[src/rtl/l2_pkg.sv]
// l2_pkg: op encodings, beat geometry and line types shared with the L2 data store.
package l2_pkg;
  typedef enum logic [1:0] {OP_RD = 2'd0, OP_RDX = 2'd1, OP_WR = 2'd2, OP_ATOM = 2'd3} l2_op_e;
  localparam int L2_BEATS  = 8;
  localparam int L2_BEAT_W = 64;
  localparam int L2_LINE_W = L2_BEATS * L2_BEAT_W;
  typedef logic [25:0] l2_addr_t;
  typedef logic [L2_LINE_W-1:0] l2_line_t;
endpackage

[src/rtl/l2resp_linebuf.sv]
// l2resp_linebuf: two-entry line storage, per-word writes into the fill entry, read mux on head.
module l2resp_linebuf
  import l2_pkg::*;
(
  input  logic           clk,
  input  logic           wr_en_i,
  input  logic           wr_ptr_i,
  input  logic [2:0]     wr_idx_i,
  input  logic [63:0]    wr_data_i,
  input  logic           first_i,
  input  logic [1:0]     wr_op_i,
  input  l2_addr_t       wr_addr_i,
  input  logic           wr_err_i,
  input  logic           rd_ptr_i,
  output logic [1:0]     rd_op_o,
  output l2_addr_t       rd_addr_o,
  output l2_line_t       rd_data_o,
  output logic           rd_err_o
);
  l2_line_t   data_q [2];
  logic [1:0] op_q   [2];
  l2_addr_t   addr_q [2];
  logic [1:0] err_q;
  always_ff @(posedge clk) begin
    if (wr_en_i) begin
      data_q[wr_ptr_i][{3'd0, wr_idx_i}*L2_BEAT_W +: L2_BEAT_W] <= wr_data_i;
      err_q[wr_ptr_i] <= (~first_i & err_q[wr_ptr_i]) | wr_err_i;
      if (first_i) begin
        op_q[wr_ptr_i]   <= wr_op_i;
        addr_q[wr_ptr_i] <= wr_addr_i;
      end
    end
  end
  assign rd_op_o   = op_q[rd_ptr_i];
  assign rd_addr_o = addr_q[rd_ptr_i];
  assign rd_data_o = data_q[rd_ptr_i];
  assign rd_err_o  = err_q[rd_ptr_i];
endmodule

[src/rtl/l2resp_asm.sv]
// l2resp_asm: assembles 8-beat L2 responses into 512-bit lines behind a two-entry buffer.
// Optional L2RESP_CHECK_EN checks op/addr stability across a burst and drives proto_err.
module l2resp_asm
  import l2_pkg::*;
#(
  parameter int NUM_ENTRIES = 2
) (
  input  logic        clk,
  input  logic        rst,
  input  logic        l2_resp_valid,
  input  logic        l2_resp_error,
  input  logic [1:0]  l2_resp_op,
  input  logic [25:0] l2_resp_addr,
  input  logic [63:0] l2_resp_rdata,
  output logic        resp_ready,
  output logic        line_valid,
  output logic [1:0]  line_op,
  output logic [25:0] line_addr,
  output logic [511:0] line_data,
  output logic        line_error,
  input  logic        line_ready,
  output logic        proto_err
);
  logic [2:0] beat_q, beat_d;
  logic [1:0] cnt_q, cnt_d;
  logic       wp_q, wp_d, rp_q, rp_d;
  logic       acc, first, last, pop, mism, head_err;
  assign resp_ready = (cnt_q != 2'd2);
  assign line_valid = (cnt_q != 2'd0);
  assign acc   = l2_resp_valid & resp_ready;
  assign first = (beat_q == 3'd0);
  assign last  = acc & (beat_q == 3'd7);
  assign pop   = line_valid & line_ready;
  always_comb begin
    beat_d = acc ? beat_q + 3'd1 : beat_q;
    wp_d   = wp_q ^ last;
    rp_d   = rp_q ^ pop;
    cnt_d  = cnt_q + {1'b0, last} - {1'b0, pop};
  end
  always_ff @(posedge clk) begin
    if (rst) begin
      beat_q <= '0;
      cnt_q  <= '0;
      wp_q   <= 1'b0;
      rp_q   <= 1'b0;
    end else begin
      beat_q <= beat_d;
      cnt_q  <= cnt_d;
      wp_q   <= wp_d;
      rp_q   <= rp_d;
    end
  end
`ifdef L2RESP_CHECK_EN
  logic [1:0] hdr_op_q;
  l2_addr_t   hdr_addr_q;
  logic       proto_err_q;
  assign mism = acc & ~first & ((l2_resp_op != hdr_op_q) | (l2_resp_addr != hdr_addr_q));
  always_ff @(posedge clk) begin
    if (acc & first) begin
      hdr_op_q   <= l2_resp_op;
      hdr_addr_q <= l2_resp_addr;
    end
    proto_err_q <= rst ? 1'b0 : (proto_err_q | mism);
  end
  assign proto_err = proto_err_q;
`else
  assign mism      = 1'b0;
  assign proto_err = 1'b0;
`endif
  l2resp_linebuf u_buf (
    .clk       (clk),
    .wr_en_i   (acc),
    .wr_ptr_i  (wp_q),
    .wr_idx_i  (beat_q),
    .wr_data_i (l2_resp_rdata),
    .first_i   (first),
    .wr_op_i   (l2_resp_op),
    .wr_addr_i (l2_resp_addr),
    .wr_err_i  (l2_resp_error | mism),
    .rd_ptr_i  (rp_q),
    .rd_op_o   (line_op),
    .rd_addr_o (line_addr),
    .rd_data_o (line_data),
    .rd_err_o  (head_err)
  );
  assign line_error = head_err;
endmodule

[config.mk]
export PLATFORM = sky130hd
export DESIGN_NAME = l2resp_asm
export DESIGN_NICKNAME = d
export VERILOG_FILES = /design/src/rtl/l2_pkg.sv /design/src/rtl/l2resp_linebuf.sv /design/src/rtl/l2resp_asm.sv
export SDC_FILE = /design/constraint.sdc
export NUM_CORES = 1
export LEC_CHECK = 0
export CORE_MARGIN = 3
export CORE_UTILIZATION = 54
export DETAILED_ROUTE_END_ITERATION = 8
export PLACE_DENSITY_LB_ADDON = 0.3
export SETUP_SLACK_MARGIN = 0.1
export SKIP_CTS_REPAIR_TIMING = 1
export SLEW_MARGIN = 20
export SYNTH_ARGS = -nofsm -noshare
export SYNTH_HDL_FRONTEND = slang
export SYNTH_SLANG_ARGS = --single-unit
[constraint.sdc]
create_clock -name clk -period 10.65 [get_ports clk]
set_input_delay 2.13 -clock clk [delete_from_list [all_inputs] [get_ports clk]]
set_output_delay 2.13 -clock clk [all_outputs]
set_load 0.01 [all_outputs]
==> flow_metrics.env <==
export IMPL_status="finished, final reports clean"
export IMPL_wl_per_cell_um=30.0
export IMPL_worst_path_max_delay_cell="dfxtp_4"
export IMPL_cts_htree_levels=3
export IMPL_m1WireLength_mm=49.0
export IMPL_syn_inst=2436
export IMPL_critPathMaxFanout=59
export IMPL_dr_max_layer_used="met5"
export IMPL_first_pass_iters=5
export IMPL_finalWirelength_mm=127
export IMPL_start_kind="register"
export IMPL_netlist_area_um2=42800
export IMPL_setup_viol=0
export IMPL_clock_latency_ns=0.67
export IMPL_antenna_found_initial=19
export IMPL_postSynth_asyncResetShare_pct=0
export IMPL_final_common_cell="edfxtp_1"
export IMPL_vias_per_cell=5.87
export IMPL_slew_limit_headroom_pct=16.2
export IMPL_rsz0062_at_grt="false"
export IMPL_gr_total_overflow=0
export IMPL_drc_errors=0
export IMPL_place_gp_congestion=0.879
export IMPL_yosys_warnings=0
export IMPL_power_leakage_nw=19.4
export IMPL_drt_iter0_markers=3414
export IMPL_finalNonFillerCells=4231
export IMPL_clk_pin_slew_ns=0.06
export IMPL_vias=24800
export IMPL_cts_tree="yes"
export IMPL_grt_pass1_wl_mm=177
export IMPL_register_area_um2=32600
export IMPL_ys_seq_elements=1089
export IMPL_placed_cells=4012
export IMPL_die_h_um=287
export IMPL_dieArea_um2=82600
export IMPL_avgSynthCellArea_um2=17.6
export IMPL_layout_common_cells="edfxtp_1 (1082), clkdlybuf4s50_1 (639), mux2_2 (542)"
export IMPL_numPortBuffers=639
export IMPL_worst_pin_slew_ns=1.26
export IMPL_synth_seq_area_share_pct=76.3
export IMPL_grt_pass1_vias=24700
export IMPL_whs_ns=0.541
export IMPL_ioPinCount=641
export IMPL_cpMostUsedCell="buf_4"
export IMPL_ys_flop_type="edfxtp_1"
export IMPL_worstPathArrival_ns=4.12
export IMPL_syn_nets=2541
export IMPL_clock_sinks=1089
export IMPL_fin_crit_sh_pct=58.7
export IMPL_grt_max_degree=175
export IMPL_gr_usage_all_layers_pct=30.3
export IMPL_wl_met3_mm=14.2
export IMPL_worstSetupPathType="reg2out"
export IMPL_slew_violations=0
export IMPL_crit_path_end_kind="output port"
export IMPL_power_density_nw_per_um2=167
export IMPL_hold_viol_final=0
export IMPL_post_route_min_period_ns=6.25
export IMPL_nets=3185
export IMPL_clockBufferDepth=3
export IMPL_drv_cap=0
export IMPL_synth_edff_count=1082
export IMPL_coreArea_um2=78000
export IMPL_max_freq_mhz=160
export IMPL_fp_row_count=102
export IMPL_multi_input_area_um2=9570
export IMPL_die_w_um=287
export IMPL_fin_skew_ns=0.0306
export IMPL_ir_worst_vdd_v=0.000140
export IMPL_max_stage_delay_ns=0.72
export IMPL_cp_required_ns=8.52
export IMPL_drive_gt1_share_pct=24.2
export IMPL_fin_setup_tns_ns=0
export IMPL_cp_cell_sequence="buf_16 -> buf_4 -> buf_4 -> mux2_2 -> clkdlybuf4s50_1"
export IMPL_cts_root_buf="clkbuf_16"
export IMPL_ant_nets=0
export IMPL_cts_buffers=105
export IMPL_initial_core_util_pct=54.8
export IMPL_dp_hpwl_mm=83.1
export IMPL_nFillCells=5011
export IMPL_area_growth_pct=25.9
export IMPL_hold_class="reg2reg"
export IMPL_wl_met2_mm=58.0
export IMPL_ys_types=37
==> worst max-delay path, delay by kind of cell (launching register included) <==
kind | cells | cell delay [ns]
buffers and inverters | 4 | 2.20
DFF | 1 | 0.72
muxes | 1 | 0.43
==> sequential cells by signal, indices dropped and copies added (netlist names) <==
register,count
wp_q,1
u_buf.op_q,4
u_buf.err_q,2
u_buf.addr_q,52
rp_q,1
u_buf.data_q,1024
beat_q,3
cnt_q,2
==> final timing paths <==
check                           slack (ns)  startpoint                  to  cells past startpoint
worst max-delay path                  4.40        rp_q      line_data[422]                      5
worst min-delay path                  0.54    cnt_q[1]            cnt_q[1]                      2
worst max register to register        7.15   beat_q[0]  u_buf.data_q[0][3]                      5
worst min register to register        0.54    cnt_q[1]            cnt_q[1]                      2
==> cell type report <==
cell class	instances	area share, %
flip-flops and latches	1089	60.6
multi-input cells	1194	17.8
repair buffers	685	12.6
clock buffers	130	5.10
well taps	1040	2.42
clock inverters	68	1.32
diodes	20	0.0930
inverters	5	0.0349
==> cell families after synthesis <==
family	share of synthesized area [%]
xor gates and xnor gates	0.0410
AOI/OAI and AO/OA	0.0819
and+or+nand+nor	7.35
DFF	76.3
adders and majority gates	0.234
muxes	14.3
buffers and inverters	1.69
other	0.00877
==> cells in the mapped netlist (all sizes together), types with 2 or more instances <==
| cell | n | area, µm² |
|---|---|---|
| clkbuf | 55 | 209 |
| nand3b | 3 | 22.5 |
| nand3 | 5 | 25.0 |
| and2 | 68 | 425 |
| dfxtp | 7 | 140 |
| nor3 | 3 | 26.3 |
| buf | 93 | 494 |
| nor2b | 4 | 25.0 |
| mux2 | 542 | 6100 |
| nor2 | 276 | 1040 |
| nor4 | 2 | 12.5 |
| edfxtp | 1082 | 32500 |
| nand4b | 2 | 17.5 |
| ha | 8 | 100 |
| and3 | 195 | 1220 |
| inv | 5 | 18.8 |
| nand2b | 2 | 12.5 |
| o31ai | 2 | 15.0 |
| or2 | 2 | 12.5 |
| nand2 | 69 | 259 |
==> through the flow <==
| step | power, mW | util [%] | setup slack [ns] | cell area [µm²] |
|---|---|---|---|---|
| 2_1_floorplan | 5.06 | - | 1.38 | 42800 |
| 3_3_place_gp | 5.35 | 64.4 | 4.99 | 50300 |
| 3_5_place_dp | 5.36 | 64.5 | 5.09 | 50300 |
| 4_1_cts | 9.02 | 68.9 | 4.39 | 53700 |
| 5_1_grt | 9.22 | 69.0 | 4.21 | 53800 |
| 6_report | 8.98 | 69.0 | 4.40 | 53800 |
==> where the power goes <==
part,total (mW),internal (mW),switching (mW)
sequential,4.72,4.71,0.0101
combinational,0.557,0.212,0.345
clock,3.71,2.13,1.58
==> metal layers <==
| layer | GRT usage, % | vias to the layer above |
|---|---|---|
| met4 | 14.3 | 4 |
| li1 | - | 10500 |
| met1 | 42.2 | 12600 |
| met3 | 7.15 | 218 |
| met5 | 0 | - |
| met2 | 45.3 | 1465 |
Power figures use the tool's default switching activity.
